--- config.mk ---
export PLATFORM = sky130hd
export DESIGN_NAME = reg_dump_ctrl
export DESIGN_NICKNAME = d
export VERILOG_FILES = /design/src/rtl/reg_dump_pkg.sv /design/src/rtl/reg_dump_ctrl.sv
export SDC_FILE = /design/constraint.sdc
export NUM_CORES = 1
export LEC_CHECK = 0
export CORE_UTILIZATION = 50
export DETAILED_ROUTE_END_ITERATION = 10
export PLACE_DENSITY = 0.89
export SLEW_MARGIN = 20
export SYNTH_ARGS = -nofsm -noshare
export SYNTH_HDL_FRONTEND = slang
export SYNTH_SLANG_ARGS = --single-unit
--- constraint.sdc ---
create_clock -name clk -period 4.4 [get_ports clk]
set_input_delay 0.88 -clock clk [delete_from_list [all_inputs] [get_ports clk]]
set_output_delay 0.88 -clock clk [all_outputs]
set_load 0.01 [all_outputs]
--- src/rtl/reg_dump_pkg.sv ---
// ---------------------------------------------------------------------------
// reg_dump_pkg
//   Shared definitions for the register-dump controller: default widths,
//   default register-file read latency and the controller state encoding.
// ---------------------------------------------------------------------------
package reg_dump_pkg;

    localparam int DATA_W_DEF   = 32;  // width of one register word
    localparam int ADDR_W_DEF   = 5;   // register-file address width
    localparam int READ_LAT_DEF = 0;   // register-file read latency, 0..3

    typedef enum logic [2:0] {
        IDLE,   // waiting for start
        ISSUE,  // read address presented to the register file
        WAIT,   // waiting out the register-file read latency
        OUT,    // beat presented, waiting for dump_ready
        FIN     // end of dump: done pulse, halt released
    } dump_state_t;

endpackage

--- src/rtl/reg_dump_ctrl.sv ---
// ---------------------------------------------------------------------------
// reg_dump_ctrl
//   Halts the processor and streams a range of register-file words out over
//   a valid/ready interface, one read outstanding at a time. Optionally
//   repeats the range until stop is seen.
//
// Ports
//   clk, rst_n         clock (rising edge), asynchronous active-low reset
//   start              request a dump (sampled in IDLE only)
//   continuous         repeat passes until stop (sampled with start)
//   stop               finish continuous mode after the current pass
//   first_addr, count  first register and number of registers (with start)
//   reg_addr/reg_data  register-file debug read port
//   halt_req           processor halt request for the duration of the dump
//   dump_valid/ready   output handshake
//   dump_data/addr     captured word and its address
//   dump_last          final beat of a pass
//   busy               controller not in IDLE
//   done               one-cycle pulse when the dump ends
// ---------------------------------------------------------------------------
module reg_dump_ctrl
    import reg_dump_pkg::*;
#(
    parameter int DATA_W   = DATA_W_DEF,
    parameter int ADDR_W   = ADDR_W_DEF,
    parameter int READ_LAT = READ_LAT_DEF
) (
    input  logic              clk,
    input  logic              rst_n,
    input  logic              start,
    input  logic              continuous,
    input  logic              stop,
    input  logic [ADDR_W-1:0] first_addr,
    input  logic [ADDR_W:0]   count,
    output logic [ADDR_W-1:0] reg_addr,
    input  logic [DATA_W-1:0] reg_data,
    output logic              halt_req,
    output logic              dump_valid,
    input  logic              dump_ready,
    output logic [DATA_W-1:0] dump_data,
    output logic [ADDR_W-1:0] dump_addr,
    output logic              dump_last,
    output logic              busy,
    output logic              done
);

    // Number of registers in the file; larger counts are clipped to this.
    localparam logic [ADDR_W:0] DEPTH     = {1'b1, {ADDR_W{1'b0}}};
    // WAIT counts down to zero; the read data is captured on the zero cycle.
    localparam logic [1:0]      WAIT_INIT = (READ_LAT > 0) ? 2'(READ_LAT - 1) : 2'd0;

    dump_state_t       state;
    logic [ADDR_W-1:0] addr;       // address of the read in flight
    logic [ADDR_W-1:0] first_q;    // reload point for continuous passes
    logic [ADDR_W:0]   count_q;    // beats per pass, already saturated
    logic [ADDR_W:0]   beat;       // 1-based beat number within the pass
    logic              cont_q;
    logic              stop_q;
    logic [1:0]        wait_cnt;
    logic [ADDR_W:0]   count_sat;
    logic              capture;

    assign count_sat = (count > DEPTH) ? DEPTH : count;

    // Read data is valid at the end of ISSUE for a zero-latency file,
    // otherwise at the end of the final WAIT cycle.
    assign capture = ((state == ISSUE) && (READ_LAT == 0)) ||
                     ((state == WAIT)  && (wait_cnt == 2'd0));

    // NOTE: every register here uses non-blocking assignment so all state
    // updates see the pre-edge values, independent of statement order.
    always_ff @(posedge clk or negedge rst_n) begin
        if (!rst_n) begin
            // NOTE: the datapath registers (dump_data, reg_addr) are reset
            // too, because all outputs must read zero while reset is held.
            state      <= IDLE;
            addr       <= '0;
            first_q    <= '0;
            count_q    <= '0;
            beat       <= '0;
            cont_q     <= 1'b0;
            stop_q     <= 1'b0;
            wait_cnt   <= '0;
            reg_addr   <= '0;
            halt_req   <= 1'b0;
            dump_valid <= 1'b0;
            dump_data  <= '0;
            dump_addr  <= '0;
            dump_last  <= 1'b0;
            busy       <= 1'b0;
            done       <= 1'b0;
        end else begin
            done <= 1'b0;

            if ((state != IDLE) && stop) begin
                stop_q <= 1'b1;
            end

            if (capture) begin
                dump_data  <= reg_data;
                dump_addr  <= addr;
                dump_last  <= (beat == count_q);
                dump_valid <= 1'b1;
            end

            case (state)
                IDLE: begin
                    stop_q <= 1'b0;
                    if (start) begin
                        first_q  <= first_addr;
                        addr     <= first_addr;
                        reg_addr <= first_addr;
                        count_q  <= count_sat;
                        cont_q   <= continuous;
                        beat     <= {{ADDR_W{1'b0}}, 1'b1};
                        halt_req <= 1'b1;
                        busy     <= 1'b1;
                        state    <= (count_sat == '0) ? FIN : ISSUE;
                    end
                end

                ISSUE: begin
                    wait_cnt <= WAIT_INIT;
                    state    <= (READ_LAT > 0) ? WAIT : OUT;
                end

                WAIT: begin
                    if (wait_cnt == 2'd0) begin
                        state <= OUT;
                    end else begin
                        wait_cnt <= wait_cnt - 1'b1;
                    end
                end

                OUT: begin
                    if (dump_ready) begin
                        dump_valid <= 1'b0;
                        if (!dump_last) begin
                            addr     <= addr + 1'b1;
                            reg_addr <= addr + 1'b1;
                            beat     <= beat + 1'b1;
                            state    <= ISSUE;
                        end else if (cont_q && !stop_q && !stop) begin
                            addr     <= first_q;
                            reg_addr <= first_q;
                            beat     <= {{ADDR_W{1'b0}}, 1'b1};
                            state    <= ISSUE;
                        end else begin
                            state <= FIN;
                        end
                    end
                end

                FIN: begin
                    done     <= 1'b1;
                    halt_req <= 1'b0;
                    busy     <= 1'b0;
                    stop_q   <= 1'b0;
                    state    <= IDLE;
                end

                default: state <= IDLE;
            endcase
        end
    end

endmodule

### Yosys cells after proc, flatten, opt, wreduce, memory -nomap -nowiden

Cells that the tools add are included.
W data, S select, Z words.

| operators by class | value |
|---|---|
| $add $sub $neg | 3 |
| $mul | 0 |
| divide/modulo/power cells | 0 |
| order comparisons | 1 |
| eq/ne operators | 10 |
| shift-type cells | 0 |
| muxes and demuxes | 28 |
| bitwise logic cells | 0 |
| reduce and logical (&&, ||, !) cells | 21 |

Operators with widths:

| operator | number |
|---|---|
| $mux W6 | 5 |
| $mux W5 | 4 |
| $mux W3 | 6 |
| $pmux W3 S4 | 1 |
| $pmux W6 S2 | 1 |
| $pmux W5 S2 | 1 |
| $reduce_bool A2 Y1 | 4 |
| $mux W1 | 7 |
| $add A6 B1 Y6 const B | 1 |
| $eq A3 B2 Y1 const B | 2 |
| $eq A6 B6 Y1 | 1 |
| $gt A6 B6 Y1 const B | 1 |
| $logic_not A6 Y1 | 1 |
| $ne A2 B2 Y1 const B | 3 |
| $reduce_and A2 Y1 | 3 |
| $add A5 B1 Y5 const B | 1 |
| $logic_and A1 B1 Y1 | 4 |
| $pmux W2 S2 | 1 |
| $reduce_and A4 Y1 | 1 |
| $eq A3 B1 Y1 const B | 1 |
| $eq A3 B3 Y1 const B | 1 |
| $logic_not A3 Y1 | 1 |
| $ne A3 B3 Y1 const B | 1 |
| $reduce_and A3 Y1 | 1 |
| other kinds (9) | 10 |

| storage, ports and cells | value |
|---|---|
| register bits | 70 |
| bits in latches | 0 |
| RAM bits | 0 |
| memory bits (read-only) | 0 |
| bits of input ports | 49 |
| output and inout port bits | 47 |
| logic and storage cells | 77 |
| memories | 0 |

### Depth between registers and ports, before layout

Gate-level depths: netlist (run 1).

| logic depth | value |
|---|---|
| depth after elaboration | 7 |
| depth in mapped cells | 7 |
| gate-level depth less buffers | 6 |

### Least setup slack after synthesis (run 1)

OpenSTA, ideal clock, no wires.

| timing path | value |
|---|---|
| kind | input -> register |
| from | input port stop |
| to | register beat[4] |
| library setup time | 0.126 ns |
| data arrival time | 2.026 ns |
| required time | 4.274 ns |
| setup slack | 2.248 ns |
| stages | 5 |
| path buffers | 1 |
| path through | or3b_4 -> a21oi_4 -> o21ai_2 -> buf_6 -> a221o_1 |

| between the ends | value |
|---|---|
| word-level cells in the longest chain between the ends | 4 |

RTL lines:

| what | RTL line | source |
|---|---|---|
| start: declaration | reg_dump_ctrl.sv:32 | `input logic stop,` |
| $logic_not A1 Y1 | reg_dump_ctrl.sv:143 | `end else if (cont_q && !stop_q && !stop) begin` |
| $logic_and A1 B1 Y1 | reg_dump_ctrl.sv:143 |  |
| $ne A3 B3 Y1 (no line) | n/a |  |
| $reduce_and A4 Y1 (no line) | n/a |  |
| end signal: assignment | reg_dump_ctrl.sv:115 | `beat <= {{ADDR_W{1'b0}}, 1'b1};` |
| end signal: assignment | reg_dump_ctrl.sv:141 | `beat <= beat + 1'b1;` |
| end signal: assignment | reg_dump_ctrl.sv:146 | `beat <= {{ADDR_W{1'b0}}, 1'b1};` |
| end: declaration | reg_dump_ctrl.sv:56 | `logic [ADDR_W:0] beat;` |

Every way passes these cells.
A chain may end at the register's enable or synchronous reset.

### Worst setup path after layout (run 1)

| timing path | value |
|---|---|
| from | register dump_last |
| to | output port dump_last |

RTL lines:

| what | RTL line | source |
|---|---|---|
| start: declaration | reg_dump_ctrl.sv:42 | `output logic dump_last,` |
| start signal: assignment | reg_dump_ctrl.sv:102 | `dump_last <= (beat == count_q);` |

No word-level cell between the ends.

==> results of run 1 <==
[registers in the layout, indices dropped and copies added, names as in the netlist]
| signal | cells |
|---|---|
| wait_cnt | 2 |
| beat | 6 |
| stop_q | 1 |
| done | 1 |
| addr | 5 |
| first_q | 5 |
| dump_addr | 5 |
| dump_last | 1 |
| cont_q | 1 |
| dump_data | 32 |
| dump_valid | 1 |
| state | 3 |
| count_q | 6 |
| busy | 1 |
[cell usage in the layout (no fill, tap or decap), types with 4 or more instances in the layout]
cell,n
sky130_fd_sc_hd__clkbuf_8,9
sky130_fd_sc_hd__nand2_1,14
sky130_fd_sc_hd__dfrtp_1,70
sky130_fd_sc_hd__mux2_2,4
sky130_fd_sc_hd__nor2_1,11
sky130_fd_sc_hd__nor4_1,4
sky130_fd_sc_hd__xnor2_1,4
sky130_fd_sc_hd__nand3b_1,4
sky130_fd_sc_hd__a21oi_1,6
sky130_fd_sc_hd__o21ai_0,8
sky130_fd_sc_hd__xor2_1,5
sky130_fd_sc_hd__mux2_1,44
sky130_fd_sc_hd__clkdlybuf4s50_1,94
sky130_fd_sc_hd__inv_1,9
sky130_fd_sc_hd__nand3_1,6
sky130_fd_sc_hd__nand2b_1,7
sky130_fd_sc_hd__o21ai_1,6
[kinds of logic after synthesis]
kind of cell	Yosys count	share of synthesized area (%)
flops	70	56.2
simple gates	58	10.1
mux	51	18.3
compound gates	38	8.38
buf+inv	22	3.33
xor+xnor	9	2.53
fa+ha+maj	3	1.20
[routing by layer]
metal  vias up  share of wire, %
met1      1132                40
met5         -                 0
met3        18               6.9
met4         0               2.4
met2        89                50
li1       1084                 -
[area by class of cell]
| type | instances | area, µm² | share of cell area (%) |
|---|---|---|---|
| clock buffers | 10 | 128 | 2.95 |
| flip-flops and latches | 70 | 1750 | 40.4 |
| multi-input cells | 159 | 1270 | 29.4 |
| well taps | 75 | 93.8 | 2.17 |
| clock inverters | 6 | 86.3 | 1.99 |
| repair buffers | 97 | 961 | 22.2 |
| inverters | 10 | 37.5 | 0.866 |
[final timing paths]
kind | start | endpoint | cells after the start
min in group asynchronous | rst_n | dump_data[26] | 1
min reg2reg | dump_data[11] | dump_data[11] | 1
max reg2reg | wait_cnt[0] | dump_data[12] | 6
max | dump_last | dump_last | 1
max in group asynchronous | rst_n | beat[2] | 2
min | dump_data[11] | dump_data[11] | 1
[report_power, final]
part / total (mW) / switching, mW / internal, mW
Sequential: 1.15 / 0.216 / 0.939
Clock: 0.557 / 0.239 / 0.318
Combinational: 1.37 / 0.598 / 0.774
Total: 3.08 / 1.05 / 2.03
==> impl_metrics.prom, run 1 <==
# TYPE chip_impl_metric gauge
chip_impl_metric{name="number_of_enable_type_register_cells_in_the_synthesized_netlist",unit=""} 0
chip_impl_metric{name="chipWidth",unit="µm"} 81.0
chip_impl_metric{name="ant_nets",unit=""} 0
chip_impl_metric{name="irDropWorstVdd",unit="V"} 0.000332
chip_impl_metric{name="final_layout_size_suffix_gt1_share",unit="%"} 8.52
chip_impl_metric{name="detailedRoute.firstPassIterationCount",unit=""} 4
chip_impl_metric{name="yosys.area.top_type_share",unit="%"} 56.2
chip_impl_metric{name="num-fill-cells",unit=""} 393
chip_impl_metric{name="share_of_synthesized_registers_carrying_an_async_set_or_reset",unit="%"} 100
chip_impl_metric{name="post-route-worst-setup-slack",unit="ps"} 1900
chip_impl_metric{name="timing.final.crit_period",unit="ps"} 2500
chip_impl_metric{name="maximum_number_of_pins_on_one_net_before_global_route_repair",unit=""} 46
chip_impl_metric{name="postCtsResizedCells",unit=""} 0
chip_impl_metric{name="core_region_area",unit="µm²"} 5960
chip_impl_metric{name="cap_viol_max_count",unit=""} 0
chip_impl_metric{name="drt-wirelength-per-cell",unit="µm"} 16.1
chip_impl_info{name="unrepaired_setup_endpoints_after_global_routing",value="no"} 1
chip_impl_metric{name="antennaDiodeCount",unit=""} 0
chip_impl_metric{name="clock_net_sink_count",unit=""} 70
chip_impl_metric{name="cts_buffers",unit=""} 9
chip_impl_metric{name="fraction_of_met2_tracks_used_by_global_routing",unit="%"} 37.2
chip_impl_metric{name="final_area",unit="µm²"} 4330
chip_impl_metric{name="io_pins",unit=""} 96
chip_impl_info{name="top_cells_by_area_in_the_synthesized_netlist",value="sky130_fd_sc_hd__dfrtp_1 (56%), sky130_fd_sc_hd__mux2_1 (16%), sky130_fd_sc_hd__nand2_1 (1.7%), sky130_fd_sc_hd__mux2_2 (1.4%), sky130_fd_sc_hd__nand2b_1 (1.4%)"} 1
chip_impl_metric{name="power_density",unit="nW/µm²"} 712
chip_impl_metric{name="syn_area",unit="µm²"} 3120
chip_impl_metric{name="finalSetupViolCount",unit=""} 0
chip_impl_metric{name="avgSynthCellArea",unit="µm²"} 12.4
chip_impl_metric{name="yosysUniqueCellTypes",unit=""} 43
chip_impl_metric{name="vias",unit=""} 2323
chip_impl_metric{name="mappedNetlistNets",unit=""} 303
chip_impl_metric{name="final_min_period_over_clock_period",unit="%"} 56.7
chip_impl_metric{name="fin_worst_skew",unit="ps"} 7.42
chip_impl_info{name="clock_tree.root_cell",value="sky130_fd_sc_hd__clkbuf_8"} 1
chip_impl_metric{name="measured_slew_at_the_worst_slew_check_pin",unit="ps"} 971
chip_impl_metric{name="report.final.slew_viol_count",unit=""} 0
chip_impl_metric{name="synth_cells",unit=""} 251
chip_impl_metric{name="track_usage",unit="%"} 22.0
chip_impl_info{name="synthMostInstantiatedCell",value="sky130_fd_sc_hd__dfrtp_1"} 1
chip_impl_metric{name="cts-htree-levels",unit=""} 3
chip_impl_metric{name="yosysWarningCount",unit=""} 0
chip_impl_metric{name="worst_hold_slack",unit="ps"} 488
chip_impl_metric{name="maximum_net_fanout_on_the_critical_path",unit=""} 12
chip_impl_metric{name="arrival",unit="ps"} 1620
chip_impl_metric{name="hold_violations",unit=""} 0
chip_impl_metric{name="clk_path_buf_depth",unit=""} 2
chip_impl_metric{name="critPathBufInv",unit=""} 1
chip_impl_metric{name="insertion_delay",unit="ps"} 340
chip_impl_metric{name="via_count_of_the_first_global_routing_pass",unit=""} 2318
chip_impl_metric{name="num_rows",unit=""} 28
chip_impl_metric{name="layout.nets",unit=""} 399
chip_impl_metric{name="static-leakage-power",unit="nW"} 1.85
chip_impl_metric{name="vias_per_cell",unit=""} 5.44
chip_impl_info{name="dominantRegCellSynth",value="sky130_fd_sc_hd__dfrtp_1"} 1
chip_impl_metric{name="io_buffers",unit=""} 95
chip_impl_metric{name="slowest_delay",unit="ps"} 650
chip_impl_info{name="crit_chain",value="clkdlybuf4s50_1"} 1
chip_impl_metric{name="synth-seq-cells",unit=""} 70
chip_impl_metric{name="globalRouteMet1Util",unit="%"} 25.6
chip_impl_metric{name="postCtsSetupBuffers",unit=""} 0
chip_impl_metric{name="synth_seq_area_share",unit="%"} 56.2
chip_impl_metric{name="final-instance-count-excl-fill",unit=""} 427
chip_impl_metric{name="power.total",unit="mW"} 3.08
chip_impl_metric{name="reg2reg_setup_slack",unit="ps"} 2160
chip_impl_metric{name="clock.fmax",unit="MHz"} 401
chip_impl_metric{name="grt_antenna_before_repair",unit=""} 0
chip_impl_metric{name="floorplan.die_area",unit="µm²"} 6560
chip_impl_metric{name="grt_use_met3",unit="%"} 5.62
chip_impl_info{name="min-delay-path-class",value="reg2reg"} 1
chip_impl_metric{name="gp_congestion",unit=""} 0.849
chip_impl_metric{name="worst-endpoint-required",unit="ps"} 3520
chip_impl_metric{name="placedInstanceArea",unit="µm²"} 4120
chip_impl_metric{name="number_of_hold_repair_buffers_added_at_the_cts_stage",unit=""} 0
chip_impl_info{name="top_usage_layer",value="met2"} 1
chip_impl_info{name="synth_top_cell_by_area",value="sky130_fd_sc_hd__dfrtp_1"} 1
chip_impl_metric{name="die-height",unit="µm"} 81.0
chip_impl_info{name="end_kind",value="output port"} 1
chip_impl_metric{name="placed_cells_incl_taps",unit=""} 411
chip_impl_metric{name="worst_slew_margin_rel",unit="%"} 35.3
chip_impl_info{name="tritoncts",value="done"} 1
chip_impl_metric{name="area.growth.synth_to_final",unit="%"} 38.9
chip_impl_metric{name="post-route-drc-count",unit=""} 0
chip_impl_info{name="synth_common_cells",value="sky130_fd_sc_hd__dfrtp_1 (70), sky130_fd_sc_hd__mux2_1 (44), sky130_fd_sc_hd__nand2_1 (14), sky130_fd_sc_hd__nor2_1 (11), sky130_fd_sc_hd__inv_1 (9)"} 1
chip_impl_metric{name="dp_slack",unit="ps"} 1660
chip_impl_metric{name="clkSlewWorstSetupHoldPaths",unit="ps"} 70
chip_impl_metric{name="detail_route.wirelength",unit="mm"} 6.87
chip_impl_metric{name="hpwlAfterDp",unit="mm"} 4.80
chip_impl_metric{name="finalSetupTns",unit="ps"} 0
chip_impl_info{name="critical_path.startpoint_type",value="register"} 1
chip_impl_metric{name="globalRoute.totalOverflow",unit=""} 0
chip_impl_info{name="run_status",value="complete, no violations"} 1
chip_impl_info{name="crit_family",value="flip-flops"} 1
chip_impl_info{name="crit_type",value="reg2out"} 1
chip_impl_metric{name="dr.first_iter.drc_count",unit=""} 159
chip_impl_metric{name="grt_first_pass_wirelength",unit="mm"} 10.7
chip_impl_info{name="cpMaxStageDelayCell",value="sky130_fd_sc_hd__dfrtp_1"} 1
chip_impl_metric{name="post-route-util",unit="%"} 72.8
chip_impl_metric{name="floorplan.initialDensity",unit="%"} 52.4
No activity file was read; power rests on OpenSTA's default activity.
==> inputs of run 2 (changes only) <==
CORE_UTILIZATION = 47   (was 50)
PLACE_DENSITY = 0.84   (was 0.89)
clock period = 2.6 ns   (was 4.4 ns; I/O delays follow)
==> impl_metrics.prom, run 2 (synthesis results as in run 1) <==
# TYPE chip_impl_metric gauge
chip_impl_metric{name="final_layout_size_suffix_gt1_share",unit="%"} 8.73
chip_impl_info{name="clock_tree.root_cell",value="sky130_fd_sc_hd__clkbuf_8"} 1
chip_impl_metric{name="layout.nets",unit=""} 402
chip_impl_metric{name="vias_per_cell",unit=""} 5.31
chip_impl_metric{name="hpwlAfterDp",unit="mm"} 4.69
chip_impl_metric{name="clkSlewWorstSetupHoldPaths",unit="ps"} 70
chip_impl_metric{name="postCtsResizedCells",unit=""} 0
chip_impl_info{name="crit_chain",value="clkdlybuf4s50_1"} 1
chip_impl_metric{name="floorplan.die_area",unit="µm²"} 6970
chip_impl_info{name="unrepaired_setup_endpoints_after_global_routing",value="no"} 1
chip_impl_metric{name="io_buffers",unit=""} 95
chip_impl_metric{name="drt-wirelength-per-cell",unit="µm"} 14.9
chip_impl_metric{name="arrival",unit="ps"} 1600
chip_impl_metric{name="finalSetupViolCount",unit=""} 0
chip_impl_metric{name="maximum_number_of_pins_on_one_net_before_global_route_repair",unit=""} 31
chip_impl_metric{name="report.final.slew_viol_count",unit=""} 0
chip_impl_metric{name="static-leakage-power",unit="nW"} 1.88
chip_impl_info{name="top_signal_layer_used",value="met4"} 1
chip_impl_info{name="crit_type",value="reg2out"} 1
chip_impl_metric{name="slowest_delay",unit="ps"} 650
chip_impl_metric{name="cts-htree-levels",unit=""} 3
chip_impl_metric{name="gp_congestion",unit=""} 0.896
chip_impl_metric{name="antennaDiodeCount",unit=""} 0
chip_impl_metric{name="power_density",unit="nW/µm²"} 1200
chip_impl_metric{name="final_min_period_over_clock_period",unit="%"} 81.7
chip_impl_metric{name="detailroute.wirelength.met3",unit="µm"} 329
chip_impl_metric{name="grt_antenna_before_repair",unit=""} 0
chip_impl_metric{name="area.growth.synth_to_final",unit="%"} 40.6
chip_impl_metric{name="core_region_area",unit="µm²"} 6390
chip_impl_info{name="cpMaxStageDelayCell",value="sky130_fd_sc_hd__dfrtp_1"} 1
chip_impl_info{name="run_status",value="complete, no violations"} 1
chip_impl_metric{name="fin_worst_skew",unit="ps"} 9.74
chip_impl_metric{name="die-height",unit="µm"} 83.5
chip_impl_metric{name="drt-met1-wl",unit="mm"} 2.79
chip_impl_metric{name="postCtsSetupBuffers",unit=""} 0
chip_impl_info{name="worst_r2r_endpoint",value="count_q[4]"} 1
chip_impl_metric{name="post-route-drc-count",unit=""} 0
chip_impl_metric{name="critPathBufInv",unit=""} 1
chip_impl_metric{name="power.total",unit="mW"} 5.29
chip_impl_metric{name="worst_reg2reg_path_depth",unit=""} 5
chip_impl_info{name="most-common-layout-cells",value="sky130_fd_sc_hd__clkdlybuf4s50_1 (94), sky130_fd_sc_hd__dfrtp_1 (70), sky130_fd_sc_hd__mux2_1 (44)"} 1
chip_impl_metric{name="insertion_delay",unit="ps"} 330
chip_impl_metric{name="clock.fmax",unit="MHz"} 471
chip_impl_metric{name="clock_net_sink_count",unit=""} 70
chip_impl_metric{name="dr_wl_met2",unit="mm"} 3.16
chip_impl_info{name="largest_register",value="dump_data"} 1
chip_impl_metric{name="measured_slew_at_the_worst_slew_check_pin",unit="ps"} 547
chip_impl_metric{name="largest_register_ffs",unit=""} 32
chip_impl_metric{name="irDropWorstVdd",unit="V"} 0.000681
chip_impl_metric{name="finalSetupTns",unit="ps"} 0
chip_impl_info{name="tritoncts",value="done"} 1
chip_impl_metric{name="ant_nets",unit=""} 0
chip_impl_metric{name="detailedRoute.firstPassIterationCount",unit=""} 4
chip_impl_metric{name="maximum_net_fanout_on_the_critical_path",unit=""} 12
chip_impl_info{name="reg_top3",value="dump_data (32), beat (6), count_q (6)"} 1
chip_impl_info{name="end_kind",value="output port"} 1
chip_impl_metric{name="chipWidth",unit="µm"} 83.5
chip_impl_metric{name="worst-endpoint-required",unit="ps"} 2080
chip_impl_metric{name="io_pins",unit=""} 96
chip_impl_metric{name="timing.final.crit_period",unit="ps"} 2120
chip_impl_metric{name="clk_path_buf_depth",unit=""} 2
chip_impl_metric{name="grt_first_pass_wirelength",unit="mm"} 11.4
chip_impl_metric{name="worst_slew_margin_rel",unit="%"} 63.5
chip_impl_metric{name="dr.first_iter.drc_count",unit=""} 194
chip_impl_metric{name="post-route-util",unit="%"} 68.7
chip_impl_metric{name="cap_viol_max_count",unit=""} 0
chip_impl_info{name="critical_path.startpoint_type",value="register"} 1
chip_impl_metric{name="num_rows",unit=""} 29
chip_impl_info{name="min-delay-path-class",value="in2async"} 1
chip_impl_metric{name="number_of_hold_repair_buffers_added_at_the_cts_stage",unit=""} 0
chip_impl_metric{name="detail_route.wirelength",unit="mm"} 6.43
chip_impl_metric{name="floorplan.initialDensity",unit="%"} 48.8
chip_impl_info{name="layout.cells.most_common",value="sky130_fd_sc_hd__clkdlybuf4s50_1"} 1
chip_impl_metric{name="cts_buffers",unit=""} 9
chip_impl_metric{name="hold_violations",unit=""} 0
chip_impl_info{name="crit_family",value="flip-flops"} 1
chip_impl_metric{name="track_usage",unit="%"} 20.7
chip_impl_metric{name="via_count_of_the_first_global_routing_pass",unit=""} 2388
chip_impl_metric{name="globalRoute.totalOverflow",unit=""} 0
chip_impl_metric{name="vias",unit=""} 2292
chip_impl_info{name="worst_reg2reg_path_startpoint",value="state[0]"} 1
chip_impl_metric{name="reg2reg_setup_slack",unit="ps"} 660
run 2: changes by cell type in the layout (fill, tap and decap cells not counted):
cell / delta
sky130_fd_sc_hd__clkinv_2: -1
sky130_fd_sc_hd__buf_12: +1
sky130_fd_sc_hd__buf_4: +2
sky130_fd_sc_hd__clkinv_4: -1
sky130_fd_sc_hd__bufinv_16: +1
sky130_fd_sc_hd__clkbuf_1: +2
sky130_fd_sc_hd__clkinvlp_4: -1
run 2: how the worst max path moves through the flow:
stage	from	endpoint	slack [ps]	cells after the start
floorplan	stop	beat[4]	810	5
CTS	dump_last	dump_last	450	1
detailed placement	stop	beat[4]	300	5
global route	dump_last	dump_last	430	1
global placement	stop	beat[4]	310	5
finish	dump_last	dump_last	480	1
run 2: per-layer routing:
layer / GRT usage [%] / vias up
met3: 4.06 / 17
met1: 26.9 / 1103
met2: 33.2 / 82
li1: - / 1090
met5: 0 / -
met4: 10.5 / 0
run 2: area by class of cell:
cell class	count	area (µm²)
Sequential cell	70	1750
Inverter	10	37.5
Multi-Input combinational cell	159	1270
Tap cell	77	96.3
Clock buffer	12	135
Timing Repair Buffer	100	996
Fill cell	466	2000
Clock inverter	4	95.1
run 2: stage by stage:
stage	worst slack [ps]	instance area, µm²	hold WS, ps	cells
detailed placement	305	4160	474	416
global route	429	4390	195	432
global placement	315	4160	467	416
floorplan	808	3120	224	251
finish	475	4390	166	432
CTS	454	4390	175	432
run 2: power by group:
group          internal [mW]  switching (mW)
sequential              1.59           0.354
clock                  0.637           0.380
combinational           1.33           0.997
total                   3.55            1.73
==> inputs of run 3 (changes only) <==
clock period = 2.1 ns   (was 2.6 ns; I/O delays follow)
==> impl_metrics.prom, run 3 (synthesis results as in run 1) <==
# TYPE chip_impl_metric gauge
chip_impl_metric{name="vias_per_cell",unit=""} 5.32
chip_impl_metric{name="final-instance-count-excl-fill",unit=""} 442
chip_impl_metric{name="clk_path_buf_depth",unit=""} 2
chip_impl_metric{name="floorplan.die_area",unit="µm²"} 6970
chip_impl_info{name="most-common-layout-cells",value="sky130_fd_sc_hd__clkdlybuf4s50_1 (94), sky130_fd_sc_hd__dfrtp_1 (70), sky130_fd_sc_hd__mux2_1 (44)"} 1
chip_impl_metric{name="seqPwrFrac",unit="%"} 35.7
chip_impl_info{name="reg_top3",value="dump_data (32), beat (6), count_q (6)"} 1
chip_impl_metric{name="grt_first_pass_wirelength",unit="mm"} 11.8
chip_impl_metric{name="irDropWorstVdd",unit="V"} 0.000865
chip_impl_metric{name="cts_buffers",unit=""} 9
chip_impl_metric{name="detail_route.wirelength",unit="mm"} 6.89
chip_impl_info{name="largest_register",value="dump_data"} 1
chip_impl_metric{name="area.growth.synth_to_final",unit="%"} 43.5
chip_impl_metric{name="postCtsResizedCells",unit=""} 0
chip_impl_metric{name="number_of_hold_repair_buffers_added_at_the_cts_stage",unit=""} 0
chip_impl_metric{name="comb_power_share",unit="%"} 45.7
chip_impl_metric{name="num_rows",unit=""} 29
chip_impl_info{name="crit_family",value="flip-flops"} 1
chip_impl_metric{name="postCtsSetupBuffers",unit=""} 0
chip_impl_metric{name="post-route-util",unit="%"} 70.1
chip_impl_info{name="critical_path.startpoint_type",value="register"} 1
chip_impl_metric{name="placed_cells_incl_taps",unit=""} 426
chip_impl_metric{name="power.total",unit="mW"} 6.72
chip_impl_metric{name="p_switching",unit="mW"} 2.27
chip_impl_metric{name="finalSetupViolCount",unit=""} 0
chip_impl_metric{name="io_buffers",unit=""} 95
chip_impl_metric{name="power.internal",unit="mW"} 4.44
chip_impl_metric{name="maximum_net_fanout_on_the_critical_path",unit=""} 12
chip_impl_metric{name="final_layout_size_suffix_gt1_share",unit="%"} 12.1
chip_impl_metric{name="cts-htree-levels",unit=""} 3
chip_impl_metric{name="worst-endpoint-required",unit="ps"} 1680
chip_impl_metric{name="clock_net_sink_count",unit=""} 70
chip_impl_metric{name="io_pins",unit=""} 96
chip_impl_info{name="clock_tree.root_cell",value="sky130_fd_sc_hd__clkbuf_8"} 1
chip_impl_metric{name="final_min_period_over_clock_period",unit="%"} 96.7
chip_impl_metric{name="maximum_number_of_pins_on_one_net_before_global_route_repair",unit=""} 27
chip_impl_info{name="crit_type",value="reg2out"} 1
chip_impl_metric{name="placedInstanceArea",unit="µm²"} 4240
chip_impl_metric{name="static-leakage-power",unit="nW"} 1.93
chip_impl_metric{name="timing.final.crit_period",unit="ps"} 2030
chip_impl_metric{name="hold_violations",unit=""} 0
chip_impl_metric{name="floorplan.initialDensity",unit="%"} 48.8
chip_impl_metric{name="globalRoute.totalOverflow",unit=""} 0
chip_impl_metric{name="final_area",unit="µm²"} 4480
chip_impl_metric{name="arrival",unit="ps"} 1610
chip_impl_metric{name="largest_register_ffs",unit=""} 32
chip_impl_metric{name="die-height",unit="µm"} 83.5
chip_impl_metric{name="dr.first_iter.drc_count",unit=""} 130
chip_impl_metric{name="drt-wirelength-per-cell",unit="µm"} 15.6
chip_impl_info{name="run_status",value="complete, no violations"} 1
chip_impl_info{name="min-delay-path-class",value="in2async"} 1
chip_impl_info{name="end_kind",value="output port"} 1
chip_impl_metric{name="power_density",unit="nW/µm²"} 1500
chip_impl_metric{name="vias",unit=""} 2350
chip_impl_metric{name="slowest_delay",unit="ps"} 640
chip_impl_metric{name="grt_antenna_before_repair",unit=""} 0
chip_impl_metric{name="chipWidth",unit="µm"} 83.5
chip_impl_metric{name="post-route-drc-count",unit=""} 0
chip_impl_info{name="tritoncts",value="done"} 1
chip_impl_metric{name="cap_viol_max_count",unit=""} 0
chip_impl_metric{name="finalSetupTns",unit="ps"} 0
chip_impl_metric{name="fin_worst_skew",unit="ps"} 8.92
chip_impl_metric{name="worst_slew_margin_rel",unit="%"} 59.4
chip_impl_metric{name="via_count_of_the_first_global_routing_pass",unit=""} 2415
chip_impl_metric{name="hpwlAfterDp",unit="mm"} 4.96
chip_impl_metric{name="core_region_area",unit="µm²"} 6390
chip_impl_metric{name="critPathBufInv",unit=""} 1
chip_impl_info{name="layout.cells.most_common",value="sky130_fd_sc_hd__clkdlybuf4s50_1"} 1
chip_impl_metric{name="detailedRoute.firstPassIterationCount",unit=""} 4
chip_impl_metric{name="power_switching_share",unit="%"} 33.9
chip_impl_info{name="unrepaired_setup_endpoints_after_global_routing",value="no"} 1
chip_impl_metric{name="report.final.slew_viol_count",unit=""} 0
chip_impl_metric{name="layout.nets",unit=""} 412
chip_impl_metric{name="clkSlewWorstSetupHoldPaths",unit="ps"} 80
chip_impl_metric{name="gp_congestion",unit=""} 0.892
chip_impl_metric{name="track_usage",unit="%"} 21.6
chip_impl_metric{name="insertion_delay",unit="ps"} 350
chip_impl_metric{name="antennaDiodeCount",unit=""} 0
chip_impl_info{name="cpMaxStageDelayCell",value="sky130_fd_sc_hd__dfrtp_1"} 1
chip_impl_metric{name="clock.fmax",unit="MHz"} 492
chip_impl_metric{name="clock_power_share",unit="%"} 18.6
chip_impl_info{name="crit_chain",value="clkdlybuf4s50_1"} 1
chip_impl_metric{name="measured_slew_at_the_worst_slew_check_pin",unit="ps"} 610
chip_impl_metric{name="ant_nets",unit=""} 0
## run 3: area by class of cell
cell class                      count  area (µm²)
Clock buffer                       10         138
Inverter                           10        37.5
Tap cell                           77        96.3
Sequential cell                    70        1750
Multi-Input combinational cell    159        1270
Fill cell                         465        1910
Clock inverter                      6        93.8
Timing Repair Buffer              110        1080
## run 3: path summary, 6_finish.rpt
check,startpoint,endpoint,slack [ps],cells past startpoint
worst min-delay path,rst_n,dump_data[23],70,1
worst max register to register,wait_cnt[0],dump_data[0],270,6
min in group clk,dump_addr[3],dump_addr[3],480,1
worst max-delay path,dump_last,dump_last,70,1
max in group asynchronous,rst_n,count_q[5],1400,2
worst min register to register,dump_addr[3],dump_addr[3],480,1
## run 3: per-layer routing
| layer | up-vias | global-route usage [%] | wire length, µm |
|---|---|---|---|
| met1 | 1152 | 28.4 | 2930 |
| met3 | 11 | 5.44 | 361 |
| met2 | 80 | 34.4 | 3490 |
| met4 | 0 | 8.78 | 110 |
| met5 | - | 0 | 0 |
| li1 | 1107 | - | - |
## run 3: metrics by stage
stage	worst slack (ps)	hold WS, ps
4_1_cts	39.1	78.4
5_1_grt	7.35	96.6
3_5_place_dp	-19.7	468
2_1_floorplan	408	124
3_3_place_gp	0.750	455
6_report	68.8	67.3
## run 3: power by group through the flow
stage | clock [mW] | combinational [mW] | sequential [mW]
floorplan | 0 | 1.46 | 2.53
global placement | 0 | 2.99 | 2.38
detailed placement | 0 | 3.07 | 2.43
CTS | 1.27 | 3.09 | 2.40
global route | 1.33 | 3.31 | 2.50
finish | 1.25 | 3.07 | 2.40
